## src/rtl/rmii_pkg.sv

```systemverilog
// rtl/rmii_pkg.sv - shared dibit codes, CRC-32 constants, decoder state type and helpers
package rmii_pkg;

   localparam logic [1:0]  DIBIT_PRE     = 2'b01;
   localparam logic [1:0]  DIBIT_SFD     = 2'b11;
   localparam logic [31:0] CRC32_POLY    = 32'hEDB88320;
   localparam logic [31:0] CRC32_INIT    = 32'hFFFFFFFF;
   localparam logic [31:0] CRC32_RESIDUE = 32'hDEBB20E3;

   typedef enum logic [1:0] {
      DRAIN,
      IDLE,
      PREAMBLE,
      DATA
   } rmii_state_t;

   // Reflected CRC-32 advanced by one dibit; d[0] is the earlier bit on the wire.
   function automatic logic [31:0] crc32_dibit_next(input logic [31:0] crc, input logic [1:0] d);
      logic [31:0] c;
      c = crc;
      for (int i = 0; i < 2; i++) begin
         if (c[0] ^ d[i]) c = (c >> 1) ^ CRC32_POLY;
         else             c = c >> 1;
      end
      return c;
   endfunction

   function automatic logic [15:0] sat_add16(input logic [15:0] v, input logic [1:0] inc);
      logic [16:0] s;
      s = {1'b0, v} + {15'd0, inc};
      return s[16] ? 16'hFFFF : s[15:0];
   endfunction

endpackage

```

## src/rtl/eth_crc32_dibit.sv

```systemverilog
// rtl/eth_crc32_dibit.sv - dibit-serial Ethernet CRC-32 register, shared with the MAC TX path
module eth_crc32_dibit
   import rmii_pkg::*;
(
   input  logic        clock,
   input  logic        aresetn,
   input  logic        clear,
   input  logic        enable,
   input  logic [1:0]  d,
   output logic [31:0] crc
);

   always_ff @(posedge clock) begin
      if (!aresetn || clear) crc <= CRC32_INIT;
      else if (enable)       crc <= crc32_dibit_next(crc, d);
   end

endmodule

```

## src/rtl/rmii_tx_monitor.sv

```systemverilog
// rtl/rmii_tx_monitor.sv - passive RMII TX decoder: SFD lock, byte reassembly, FCS/length checks, counters
module rmii_tx_monitor
   import rmii_pkg::*;
#(
   parameter int MIN_FRAME_BYTES     = 64,
   parameter int MAX_FRAME_BYTES     = 1522,
   parameter int MIN_PREAMBLE_DIBITS = 4
) (
   input  logic        clock,
   input  logic        aresetn,
   input  logic [1:0]  mii_d,
   input  logic        mii_en,
   output logic [7:0]  maxis_tdata,
   output logic        maxis_tvalid,
   output logic        maxis_tuser,
   output logic        maxis_tlast,
   output logic [15:0] frame_count,
   output logic [15:0] error_count
);

   localparam int             PW        = $clog2(MIN_PREAMBLE_DIBITS + 1);
   localparam logic [PW-1:0]  PRE_MIN   = PW'(MIN_PREAMBLE_DIBITS);
   localparam logic [10:0]    MIN_BYTES = 11'(MIN_FRAME_BYTES);
   localparam logic [10:0]    MAX_BYTES = 11'(MAX_FRAME_BYTES);

   logic [1:0]    d_q;
   logic          en_q;
   logic          in_v;
   rmii_state_t   state;
   logic [PW-1:0] pre_cnt;
   logic [PW-1:0] pre_base;
   logic [7:0]    shift_q;
   logic [7:0]    pend_data;
   logic [1:0]    dib_cnt;
   logic [1:0]    pend_age;
   logic [10:0]   byte_cnt;
   logic          pend_v;
   logic          eof_v;
   logic          eof_user;
   logic [31:0]   crc;

   logic in_pre, sfd_take, pre_err, data_dibit, eof_now, byte_done;
   logic tuser_now, slot, frame_inc, eof_err;

   always_comb begin
      in_pre     = (state == IDLE) || (state == PREAMBLE);
      pre_base   = (state == PREAMBLE) ? pre_cnt : '0;
      sfd_take   = in_pre && en_q && (d_q == DIBIT_SFD) && (pre_base >= PRE_MIN);
      pre_err    = (in_pre && en_q && !sfd_take && (d_q != DIBIT_PRE))
                || ((state == PREAMBLE) && !en_q);
      data_dibit = (state == DATA) && en_q;
      eof_now    = (state == DATA) && !en_q;
      byte_done  = data_dibit && (dib_cnt == 2'd3);
      tuser_now  = (dib_cnt != 2'd0) || (crc != CRC32_RESIDUE)
                || (byte_cnt < MIN_BYTES) || (byte_cnt > MAX_BYTES);
      // A pending byte leaves exactly four cycles after it completes, giving a fixed
      // pin-to-beat latency and letting the end of frame mark the last whole byte.
      slot       = pend_v && (pend_age == 2'd3);
      frame_inc  = (slot && (eof_v || eof_now)) || (eof_now && !pend_v);
      eof_err    = (slot && (eof_v ? eof_user : (eof_now && tuser_now))) || (eof_now && !pend_v);
   end

   eth_crc32_dibit u_crc (
      .clock   (clock),
      .aresetn (aresetn),
      .clear   (sfd_take),
      .enable  (data_dibit),
      .d       (d_q),
      .crc     (crc)
   );

   always_ff @(posedge clock) begin
      if (!aresetn) begin
         d_q          <= '0;
         en_q         <= 1'b0;
         in_v         <= 1'b0;
         state        <= DRAIN;
         pre_cnt      <= '0;
         shift_q      <= '0;
         dib_cnt      <= '0;
         byte_cnt     <= '0;
         pend_data    <= '0;
         pend_v       <= 1'b0;
         pend_age     <= '0;
         eof_v        <= 1'b0;
         eof_user     <= 1'b0;
         maxis_tdata  <= '0;
         maxis_tvalid <= 1'b0;
         maxis_tuser  <= 1'b0;
         maxis_tlast  <= 1'b0;
         frame_count  <= '0;
         error_count  <= '0;
      end else begin
         d_q          <= mii_d;
         en_q         <= mii_en;
         in_v         <= 1'b1;
         maxis_tvalid <= 1'b0;
         maxis_tlast  <= 1'b0;
         maxis_tuser  <= 1'b0;

         case (state)
            DRAIN: begin
               // in_v keeps the post-reset zero in en_q from looking like a real gap
               if (in_v && !en_q) state <= IDLE;
            end
            IDLE, PREAMBLE: begin
               if (!en_q) begin
                  state <= IDLE;
               end else if (sfd_take) begin
                  state    <= DATA;
                  shift_q  <= '0;
                  dib_cnt  <= '0;
                  byte_cnt <= '0;
               end else if (d_q == DIBIT_PRE) begin
                  state   <= PREAMBLE;
                  pre_cnt <= (pre_base < PRE_MIN) ? pre_base + PW'(1) : pre_base;
               end else begin
                  state <= DRAIN;
               end
            end
            DATA: begin
               if (en_q) begin
                  shift_q <= {d_q, shift_q[7:2]};
                  dib_cnt <= dib_cnt + 2'd1;
                  if (byte_done && (byte_cnt != 11'h7FF)) byte_cnt <= byte_cnt + 11'd1;
               end else begin
                  state <= IDLE;
               end
            end
            default: state <= DRAIN;
         endcase

         if (pend_v) pend_age <= pend_age + 2'd1;
         if (slot) begin
            maxis_tvalid <= 1'b1;
            maxis_tdata  <= pend_data;
            pend_v       <= 1'b0;
            eof_v        <= 1'b0;
            if (eof_v || eof_now) begin
               maxis_tlast <= 1'b1;
               maxis_tuser <= eof_v ? eof_user : tuser_now;
            end
         end
         if (byte_done) begin
            pend_data <= {d_q, shift_q[7:2]};
            pend_v    <= 1'b1;
            pend_age  <= '0;
         end
         if (eof_now && pend_v && !slot) begin
            eof_v    <= 1'b1;
            eof_user <= tuser_now;
         end

         frame_count <= sat_add16(frame_count, {1'b0, frame_inc});
         error_count <= sat_add16(error_count, {1'b0, pre_err} + {1'b0, eof_err});
      end
   end

endmodule
```

## config.mk

```make
export PLATFORM = sky130hd
export DESIGN_NAME = rmii_tx_monitor
export DESIGN_NICKNAME = d
export VERILOG_FILES = /design/src/rtl/rmii_pkg.sv /design/src/rtl/eth_crc32_dibit.sv /design/src/rtl/rmii_tx_monitor.sv
export SDC_FILE = /design/constraint.sdc
export NUM_CORES = 1
export LEC_CHECK = 0
export CAP_MARGIN = 20
export CORE_ASPECT_RATIO = 2
export CORE_MARGIN = 3
export CORE_UTILIZATION = 40
export CTS_CLUSTER_DIAMETER = 80
export DETAILED_ROUTE_END_ITERATION = 16
export PLACE_DENSITY = 0.59
export REMOVE_ABC_BUFFERS = 1
export SLEW_MARGIN = 20
export SYNTH_ARGS = -nofsm -noshare
export SYNTH_HDL_FRONTEND = slang
export SYNTH_SLANG_ARGS = --single-unit
```

## constraint.sdc

```tcl
create_clock -name clock -period 6.6 [get_ports clock]
set_clock_uncertainty 0.1 [all_clocks]
set_input_delay 0.66 -clock clock [delete_from_list [all_inputs] [get_ports clock]]
set_output_delay 0.66 -clock clock [all_outputs]
set_load 0.005 [all_outputs]
```

; Yosys cells after proc, flatten, opt, wreduce, memory -nomap -nowiden
; Index checks and enable logic that the tools add are counted.
[word_totals]
reg_bits = 118
latchBits = 0
mem_bits_rw = 0
mem_bits_ro = 0
input_bits = 5
output_inout_bits = 43
n_memories = 0
[classes]
add_sub_neg = 7
mul = 0
div = 0
order_cmp = 4
n_eq_ne = 16
shift = 0
mux = 35
bitwise_logic = 6
n_reduce_logical = 45
[ops]
columns = op, count
row1 = 32-bit two-way mux, 4
row2 = 11-bit two-way mux, 4
row3 = 16-bit two-way mux, 2
row4 = "32-bit inequality test, second input constant", 1
row5 = 13-bit inverter with 14-bit output, 2
row6 = 8-bit two-way mux, 3
row7 = 11-bit one-hot mux with 2 select lines, 1
row8 = 1-bit logical AND, 18
row9 = 16-bit by 1-bit adder with 17-bit output, 1
row10 = 16-bit by 2-bit adder with 17-bit output, 1
row11 = 2-bit two-way mux, 8
row12 = 8-bit one-hot mux with 2 select lines, 1
row13 = "11-bit by 1-bit adder with 11-bit output, second input constant", 1
row14 = "11-bit greater-than comparator, second input constant", 1
row15 = "11-bit by 7-bit less-than comparator with 1-bit output, second input constant", 1
row16 = "11-bit inequality test, second input constant", 1
row17 = "2-bit equality test, second input constant", 5
row18 = 1-bit logical OR, 9
row19 = 1-bit two-way mux, 8
row20 = "2-bit inequality test, second input constant", 4
row21 = 4-bit AND reduction, 2
row22 = 2-bit nonzero test, 4
row23 = 3-bit two-way mux, 2
row24 = "2-bit by 1-bit inequality test with 1-bit output, second input constant", 3
row25 = 16 further kinds, 26

; Longest topological paths before layout
; Gate-level depths: netlist of the first run.
[depth]
ltp_word = 12
ltp_mapped = 14

; By module
; Synthesis of the first run repeated with hierarchy kept, for this count alone.
[unflattened]
cells_unflattened = 573
area_unflattened_um2 = 5166.2
[by_module_without_submodules]
columns = module, instances, cells_each, area_each_um2
row1 = rmii_tx_monitor, 1, 442, 3753.6
row2 = eth_crc32_dibit, 1, 131, 1412.6

; Worst setup path before layout of the first run
; OpenSTA, ideal clock, no wires.
[synth_path]
path_type = register -> register
from = register state[1]
to = register error_count[10]
setup_time_ns = 0.071
arrival_time_ns = 2.888
t_required_ns = 6.429
setup_slack_ns = 3.542
path_stages_with_launch = 14
path_buffers = 3
synth_period_minus_slack_ns = 3.058
cell_sequence = dfxtp_1 ha_1 clkbuf_1 buf_1 nand4_1 o21a_1 fa_1 inv_1 ha_1 nand4_1 nor2_1 nand3_1 clkbuf_1 a21oi_1
[synth_between]
elab_chain_len = 12
elab_cells_between_ends = 23
cone_classes = add/sub (2) / order compare (1) / eq/ne (3) / mux (3) / reduce/logical (14)
[synth_lines]
columns = item, line
row1 = from (decl), rmii_tx_monitor.sv:29  ; rmii_state_t state;
row2 = from (signal assigned), rmii_tx_monitor.sv:77  ; state <= DRAIN;
row3 = from (signal assigned), rmii_tx_monitor.sv:104  ; if (in_v && !en_q) state <= IDLE;
row4 = from (signal assigned), rmii_tx_monitor.sv:108  ; state <= IDLE;
row5 = "parallel branches: the longest is 9 deep, another holds 3-bit greater-or-equal comparator", -
row6 = 1-bit by 1-bit adder with 2-bit output (*), rmii_tx_monitor.sv:155  ; error_count <= sat_add16(error_count, {1'b0, pre_err} + {1'b0, eof_err});
row7 = 16-bit by 2-bit adder with 17-bit output (*), rmii_pkg.sv:30  ; s = {1'b0, v} + {15'd0, inc};
row8 = 16-bit two-way mux (*), rmii_pkg.sv:31  ; return s[16] ? 16'hFFFF : s[15:0];
row9 = to (signal assigned), rmii_tx_monitor.sv:155
row10 = to (decl), rmii_tx_monitor.sv:18  ; output logic [15:0] error_count
; Every way passes the cells marked *.
; A chain may end at the register's enable or synchronous reset.

; Worst setup path after layout of the first run
[layout_path]
from = register state[1]
to = register error_count[0]
; The elaborated chain is that of the path after synthesis.

==> impl_metrics.py, run 1 <==
metrics = {
    "status": {
        "outcome": "complete, no violations",
    },
    "sta": {
        "post-route-min-period_ns": 3.68,
        "post-route-period-util_pct": 55.8,
        "fmax_ghz": 0.272,
        "whs_ns": 0.354,
        "setup_slack_ns": 2.92,
        "slew_headroom_pct": 42.2,
        "worst_slew_pin_slew_ns": 0.858,
        "setup_viol": 0,
        "slew_violations": 0,
        "tns_ns": 0,
        "hold_violations": 0,
        "rsz0062_at_grt": "no",
    },
    "final_layout": {
        "post-route-cell-area_um2": 6470,
        "drive_gt1_share_pct": 7.66,
        "fin_util_pct": 50.9,
        "register_area_um2": 2320,
        "multi_input_area_um2": 2710,
        "area_delta_synth_final_pct": 24.0,
        "final_common_cell": "dfxtp_1",
        "nets": 658,
        "layout_common_cells": "dfxtp_1 (116), nand2_1 (95), a21oi_1 (72)",
        "fillCellCount": 1203,
        "finalNonFillerCells": 803,
        "diodes": 0,
    },
    "pwr": {
        "powerDensity_nw_per_um2": 280,
        "peakVddDrop_v": 0.000239,
        "leakagePower_nw": 2.30,
        "power.total_mw": 1.81,
    },
    "drt": {
        "drc": 0,
        "drtAntennaViolNets": 0,
        "vias_per_cell": 5.54,
        "wl_per_cell_um": 15.6,
        "routed_wl_um": 12500,
        "dr.pass1.iters": 4,
        "vias": 4448,
        "dr.first_iter.drc_count": 283,
    },
    "global_routing": {
        "grt_pass1_vias": 4512,
        "grt_pass1_wl_um": 21200,
        "gr-usage-all-layers_pct": 18.2,
        "antenna_found_initial": 0,
        "grt-ovfl-total": 0,
        "grt_max_degree": 63,
    },
    "die": {
        "start_util_pct": 41.1,
        "die_area_um2": 14500,
        "design.portCount": 48,
        "die_w_um": 86.8,
        "row_count": 58,
        "core_area_um2": 12700,
        "die_y_um": 168,
    },
    "cts": {
        "cts_tree": "done",
        "clk_latency_ns": 0.40,
        "cts_resized": 0,
        "htreeDepth": 4,
        "cts_max_path_buffers": 2,
        "clkSinkCount": 116,
        "path_clk_slew_ns": 0.06,
        "root_buffer": "clkbuf_16",
        "cts_setup_buffers": 0,
        "cts_buffers": 17,
        "ctsHoldBuffers": 0,
    },
    "logic_synthesis": {
        "async_reset_ff_share_pct": 0,
        "yosysWarnings": 0,
        "synth_top_area_share_pct": 44.5,
        "synth_area_leader_cell": "dfxtp_1",
        "synth-edff-count": 0,
        "synth_area_um2": 5220,
        "syn_avg_cell_area_um2": 8.64,
        "synth_top_flop_cell": "dfxtp_1",
        "synth_cells": 604,
        "ys_seq_area_share_pct": 44.5,
        "yosysUniqueCellTypes": 57,
        "ys_seq_elements": 116,
        "synth.top_cells.by_area": "dfxtp_1 (44%), a21oi_1 (6.9%), nand2_1 (6.8%)",
    },
    "setup_path": {
        "crit_fanout": 21,
        "cp-start-kind": "register",
        "cp.arrival_ns": 3.90,
        "critPathKind": "reg2reg",
        "cp-end-kind": "register",
        "required_ns": 6.82,
    },
    "placement": {
        "dp_hpwl_um": 8810,
        "io_buffers": 47,
        "post-place-ws_ns": 2.93,
        "post_dp_cell_area_um2": 5770,
        "gp_congestion": 0.851,
        "dp_cells": 772,
    },
    "job": {
        "drv_cap": 0,
    },
    "min_path": {
        "hold_class": "reg2reg",
    },
}
worst max-delay path: stages, from the launching register on:
cell	delay [ns]
dfxtp_1	0.37
ha_1	0.66
nand2b_1	0.25
o22a_1	0.25
o21a_1	0.12
fa_1	0.40
inv_1	0.09
ha_1	0.20
nand4_1	0.19
nor2_1	0.26
nand3_1	0.44
a21oi_1	0.27
cell type report:
cell class                 count  share of cell area, %
multi-input combinational    437                   41.9
sequential                   116                   35.9
timing repair buffer          49                   7.50
clock buffer                  20                   7.21
clock inverter                11                   3.44
tap                          150                   2.90
inverter                      20                   1.16
final timing paths:
kind	startpoint	to	slack, ns	cells after the start
setup / recovery	state[1]	error_count[0]	2.92	11
hold / removal	pend_data[1]	maxis_tdata[1]	0.35	2
setup reg to reg	state[1]	error_count[0]	2.92	11
hold reg to reg	pend_data[1]	maxis_tdata[1]	0.35	2
synthesized netlist by cell type, types with 5 or more instances:
cell type  instances
o21ai_1            6
and3_1             6
xor2_1            21
and2_1             7
clkbuf_1          27
nand4b_1          10
o21ai_0           19
inv_1             19
o211ai_1          16
and4_1             5
nand3_1           31
xnor2_1           19
a21oi_1           72
a31oi_1            6
ha_1              11
or4_1              6
nor2_1            23
nand4_1           14
nor3_1            12
dfxtp_1          116
nand2_1           95
registers in the layout (all words and copies together) (netlist names), 2 cells and up:
name,cells
state,2
u_crc.crc,32
byte_cnt,11
dib_cnt,2
shift_q,6
pend_age,2
pend_data,8
frame_count,16
pre_cnt,3
error_count,16
maxis_tdata,8
d_q,2
cell families (layout without fill, tap and decap cells):
kind of cell	Yosys count	in the layout	share of synthesized area (%)
AO/OA/AOI/OAI	146	146	16.8
buffers and inverters	51	100	3.74
AND/OR/NAND/NOR	232	232	23.1
XOR/XNOR	43	43	8.08
adder cells (fa/ha/maj)	12	12	3.02
multiplexers	4	4	0.791
flip-flops	116	116	44.5
metal layers:
metal | part of all wire, % | vias up | routed length [um] | GRT usage [%]
met2 | 54 | 97 | 6730 | 32.9
li1 | - | 2226 | - | -
met1 | 40 | 2105 | 5050 | 19.3
met4 | 3.1 | 0 | 383 | 9.09
met3 | 2.7 | 20 | 340 | 3.74
met5 | 0 | - | 0 | 0
power breakdown:
| part | internal (mW) | leakage [nW] | switching, mW | total (mW) |
|---|---|---|---|---|
| registers | 0.703 | 0.937 | 0.00496 | 0.708 |
| clock network | 0.740 | 0.333 | 0.322 | 1.06 |
| logic | 0.0136 | 1.03 | 0.0278 | 0.0414 |
| total | 1.46 | 2.30 | 0.355 | 1.81 |
(Power assumes the default switching activity.)
==> run 2, diff against run 1 <==
Clock period 6.6 ns to 3.65 ns, I/O delays scaled along.
==> run 2 against run 1 <==
Final cell count is 1.1% higher. Sequential cell count did not move. Power is 68% higher. Combinational power rose by 93%. Critical endpoint unchanged. Highest routed layer unchanged.
==> impl_metrics.py, run 2 (synthesized netlist as in run 1, its figures left out) <==
metrics = {
    "cts": {
        "cts_buffers": 17,
        "root_buffer": "clkbuf_16",
        "clk_latency_ns": 0.42,
        "cts_tree": "done",
        "path_clk_slew_ns": 0.06,
        "htreeDepth": 4,
        "clkSinkCount": 116,
        "cts_max_path_buffers": 2,
    },
    "final_layout": {
        "top_register": "u_crc.crc",
        "diodes": 0,
        "fillCellCount": 1180,
        "layout_common_cells": "dfxtp_1 (116), nand2_1 (95), a21oi_1 (72)",
        "post-route-cell-area_um2": 6440,
        "area_delta_synth_final_pct": 23.4,
        "largestRegisters": "u_crc.crc (32), error_count (16), frame_count (16)",
        "largest_reg_flops": 32,
        "final_common_cell": "dfxtp_1",
        "nets": 666,
        "drive_gt1_share_pct": 8.91,
    },
    "global_routing": {
        "grt-ovfl-total": 0,
        "grt_pass1_vias": 4552,
        "grt_max_degree": 54,
        "antenna_found_initial": 0,
        "gr-usage-all-layers_pct": 18.5,
        "grt_pass1_wl_um": 21300,
    },
    "setup_path": {
        "cp-end-kind": "register",
        "critPathKind": "reg2reg",
        "cp.arrival_ns": 3.51,
        "required_ns": 3.90,
        "cp-start-kind": "register",
        "crit_fanout": 13,
    },
    "drt": {
        "dr.first_iter.drc_count": 177,
        "met2_length_um": 6780,
        "wl_met1_um": 4990,
        "routed_wl_um": 12600,
        "top_layer_used": "met4",
        "vias_per_cell": 5.53,
        "vias": 4494,
        "drtAntennaViolNets": 0,
        "wl_per_cell_um": 15.6,
        "drc": 0,
        "dr.pass1.iters": 4,
        "wl_met3_um": 434,
    },
    "sta": {
        "hold_violations": 0,
        "slew_headroom_pct": 41.3,
        "fmax_ghz": 0.306,
        "post-route-min-period_ns": 3.26,
        "worst_slew_pin_slew_ns": 0.871,
        "slew_violations": 0,
        "setup_viol": 0,
        "post-route-period-util_pct": 89.4,
        "tns_ns": 0,
        "rsz0062_at_grt": "no",
    },
    "die": {
        "die_y_um": 168,
        "die_area_um2": 14500,
        "die_w_um": 86.8,
        "core_area_um2": 12700,
        "start_util_pct": 41.1,
        "row_count": 58,
        "design.portCount": 48,
    },
    "pwr": {
        "p_comb_share_pct": 2.6,
        "leakagePower_nw": 2.30,
        "p_seq_share_pct": 42.0,
        "switching_power_mw": 0.702,
        "powerDensity_nw_per_um2": 472,
        "swShare_pct": 23.1,
        "clockPowerShare_pct": 55.4,
        "peakVddDrop_v": 0.000313,
        "p_int_mw": 2.34,
    },
    "status": {
        "outcome": "complete, no violations",
    },
    "placement": {
        "io_buffers": 47,
        "gp_congestion": 0.902,
        "dp_hpwl_um": 8870,
        "post_dp_cell_area_um2": 5830,
    },
    "job": {
        "drv_cap": 0,
    },
    "min_path": {
        "hold_class": "reg2reg",
    },
}
==> run 2: cell types whose count changed in the layout (fill, tap and decap cells not counted) <==
cell       previous run  this run
buf_4                 2        10
bufinv_16             6         2
clkbuf_8              3         1
clkinv_4              3         6
inv_6                 1         4
inv_8                 0         1
nand3_1              31        30
nand3_2               0         1
nor2_1               22        23
nor2_4                1         0
==> run 2: power by group through the flow <==
stage          registers [mW]  logic, mW  clock network, mW
6_report                 1.28     0.0798               1.68
5_1_grt                  1.28     0.0888               1.78
4_1_cts                  1.28     0.0814               1.72
3_5_place_dp             1.31     0.0812                  0
3_3_place_gp             1.31     0.0802                  0
2_1_floorplan            1.30     0.0487                  0
==> run 2: layer usage <==
layer	vias up	track usage [%]
li1	2245	-
met1	2109	19.3
met2	102	33.2
met3	38	4.14
met4	0	9.91
met5	-	0
==> run 2: critical path: stages, from the launching register on <==
cell and delay [ns]:
dfxtp_1 0.39, or4_1 0.55, o211ai_1 0.17, nor4_1 0.11, o21a_1 0.20, fa_1 0.41
inv_1 0.09, ha_1 0.20, nand4_1 0.18, nor2_1 0.29, nand3_2 0.30, a21oi_1 0.22
==> run 2: worst paths after layout <==
path	slack [ns]	to	depth (start not counted)	from
min reg2reg	0.36	maxis_tdata[2]	2	maxis_tdata[2]
max	0.39	error_count[0]	11	byte_cnt[7]
min	0.36	maxis_tdata[2]	2	maxis_tdata[2]
max reg2reg	0.39	error_count[0]	11	byte_cnt[7]
==> run 2: cell type report <==
| type | count | area (um2) | area share (%) |
|---|---|---|---|
| well taps | 150 | 188 | 2.91 |
| clock inverters | 14 | 166 | 2.58 |
| multi-input cells | 437 | 2710 | 42.0 |
| clock buffers | 18 | 439 | 6.82 |
| flip-flops and latches | 116 | 2320 | 36.0 |
| repair buffers | 57 | 546 | 8.47 |
| inverters | 20 | 75.1 | 1.17 |
==> run 2: what timing repair did <==
item                       CTS  global route
buffers inserted             0             0
hold endpoints to repair     0             0
hold buffers                 0             0
gates resized for setup      0             1
setup endpoints to repair    0            13
==> run 2: stage by stage <==
stage	util [%]	hold WS [ns]	setup slack [ns]	cells	total power, mW
after floorplan	-	0.293	0.655	573	1.35
after global placement	45.9	0.351	0.335	780	1.39
after detailed placement	45.9	0.352	0.254	780	1.39
after CTS	50.7	0.361	0.253	812	3.08
after global routing	50.7	0.379	0.0943	812	3.15
final	50.7	0.358	0.387	812	3.04
==> run 3, diff against run 2 <==
Settings changed: SLEW_MARGIN 20 to not set.
Clock period 3.65 ns to 3.85 ns, I/O delays scaled along.
==> run 3 against run 2 <==
Non-clock buffer count down 1. Die area unchanged. Sequential cell count unchanged. Clock power down 11%. Count of clock-buffer cells in the layout up 1. Worst hold slack worse by 0.0060 ns.
==> impl_metrics.py, run 3 (synthesized netlist as in run 1, its figures left out) <==
metrics = {
    "sta": {
        "tns_ns": 0,
        "setup_slack_ns": 0.429,
        "post-route-min-period_ns": 3.42,
        "fmax_ghz": 0.292,
        "hold_violations": 0,
        "worst_slew_pin_slew_ns": 1.05,
        "slew_violations": 0,
        "whs_ns": 0.352,
        "rsz0062_at_grt": "no",
        "post-route-period-util_pct": 88.9,
        "setup_viol": 0,
        "slew_headroom_pct": 29.6,
    },
    "die": {
        "design.portCount": 48,
        "core_area_um2": 12700,
        "die_w_um": 86.8,
        "start_util_pct": 41.1,
        "die_area_um2": 14500,
        "die_y_um": 168,
        "row_count": 58,
    },
    "pwr": {
        "powerDensity_nw_per_um2": 435,
        "leakagePower_nw": 2.27,
        "peakVddDrop_v": 0.000334,
        "power.total_mw": 2.79,
    },
    "drt": {
        "drc": 0,
        "dr.first_iter.drc_count": 187,
        "vias": 4463,
        "dr.pass1.iters": 4,
        "vias_per_cell": 5.50,
        "routed_wl_um": 12300,
        "drtAntennaViolNets": 0,
        "wl_per_cell_um": 15.2,
    },
    "setup_path": {
        "max_stage_delay_ns": 0.53,
        "rr_startpoint": "byte_cnt[7]",
        "rr_endpoint": "error_count[0]",
        "crit_family": "simple AND/OR/NAND/NOR gates",
        "critPathKind": "reg2reg",
        "crit_fanout": 13,
        "crit_slowest_cell": "or4_1",
        "crit_chain": "or4_1 -> o211ai_1 -> nor4_1 -> o21a_1 -> fa_1 -> inv_1 -> ha_1 -> nand4_1 -> nor2_1 -> nand3_1 -> a21oi_1",
        "reg2reg_depth": 11,
        "path_buf_inv": 1,
        "rrSetupSlack_ns": 0.43,
        "cp.arrival_ns": 3.65,
        "cp-start-kind": "register",
        "required_ns": 4.08,
        "cp-end-kind": "register",
        "cp.depth": 11,
    },
    "job": {
        "drv_cap": 0,
    },
    "final_layout": {
        "nets": 665,
        "largestRegisters": "u_crc.crc (32), error_count (16), frame_count (16)",
        "diodes": 0,
        "final_common_cell": "dfxtp_1",
        "area_delta_synth_final_pct": 22.7,
        "fillCellCount": 1198,
        "largest_reg_flops": 32,
        "layout_common_cells": "dfxtp_1 (116), nand2_1 (95), a21oi_1 (72)",
        "top_register": "u_crc.crc",
        "finalNonFillerCells": 811,
        "drive_gt1_share_pct": 8.62,
    },
    "placement": {
        "post-place-ws_ns": 0.433,
        "io_buffers": 47,
        "dp_cells": 779,
        "gp_congestion": 0.883,
        "dp_hpwl_um": 8930,
    },
    "cts": {
        "root_buffer": "clkbuf_16",
        "ctsHoldBuffers": 0,
        "cts_max_path_buffers": 2,
        "cts_resized": 0,
        "cts_setup_buffers": 0,
        "clkSinkCount": 116,
        "htreeDepth": 4,
        "cts_tree": "done",
        "path_clk_slew_ns": 0.05,
        "clk_latency_ns": 0.41,
        "cts_buffers": 17,
    },
    "min_path": {
        "whs_endpoint": "maxis_tdata[1]",
        "hp-start": "pend_data[1]",
        "worst_hold_path.num_cells": 2,
        "hold_class": "reg2reg",
    },
    "global_routing": {
        "grt_max_degree": 35,
        "grt-ovfl-total": 0,
        "grt_pass1_vias": 4475,
        "gr-usage-all-layers_pct": 18.1,
        "antenna_found_initial": 0,
        "grt_pass1_wl_um": 20900,
    },
    "status": {
        "outcome": "complete, no violations",
    },
}
[run 3: layer usage]
metal	vias to the layer above	GRT usage [%]	share of wire [%]
li1	2245	-	-
met4	0	7.80	2.8
met3	22	4.53	3.1
met1	2106	19.2	40
met5	-	0	0
met2	90	32.9	55
[run 3: metrics by stage]
step                util (%)  cell area (um2)
finish                  50.4             6400
global route            50.4             6400
CTS                     50.4             6400
detailed placement      45.9             5820
global placement        45.9             5820
floorplan                  -             5100
[run 3: how the worst max path moves through the flow]
stage | from | end | slack (ns)
finish | byte_cnt[7] | error_count[0] | 0.43
global route | byte_cnt[7] | error_count[5] | 0.06
CTS | byte_cnt[7] | error_count[0] | 0.42
detailed placement | byte_cnt[7] | error_count[6] | 0.43
global placement | byte_cnt[7] | error_count[0] | 0.51
floorplan | state[1] | error_count[0] | 0.86
[run 3: area by class of cell]
| class | count | area (um2) | share of cell area [%] |
|---|---|---|---|
| clock buffer | 19 | 453 | 7.07 |
| clock inverter | 13 | 125 | 1.95 |
| inverter | 20 | 75.1 | 1.17 |
| multi-input combinational | 437 | 2700 | 42.2 |
| sequential | 116 | 2320 | 36.3 |
| tap | 150 | 188 | 2.93 |
| timing repair buffer | 56 | 538 | 8.40 |
[run 3: report_power, final]
| group | internal, mW | switching (mW) | total (mW) | leakage, nW |
|---|---|---|---|---|
| logic | 0.0257 | 0.0474 | 0.0731 | 1.07 |
| clock network | 0.927 | 0.571 | 1.50 | 0.269 |
| registers | 1.21 | 0.00842 | 1.21 | 0.937 |
| total | 2.16 | 0.627 | 2.79 | 2.27 |
[run 3: worst min-delay path: stages, from the launching register on]
cell and delay, ns:
dfxtp_1 0.31, nand2_1 0.05, a21oi_1 0.05
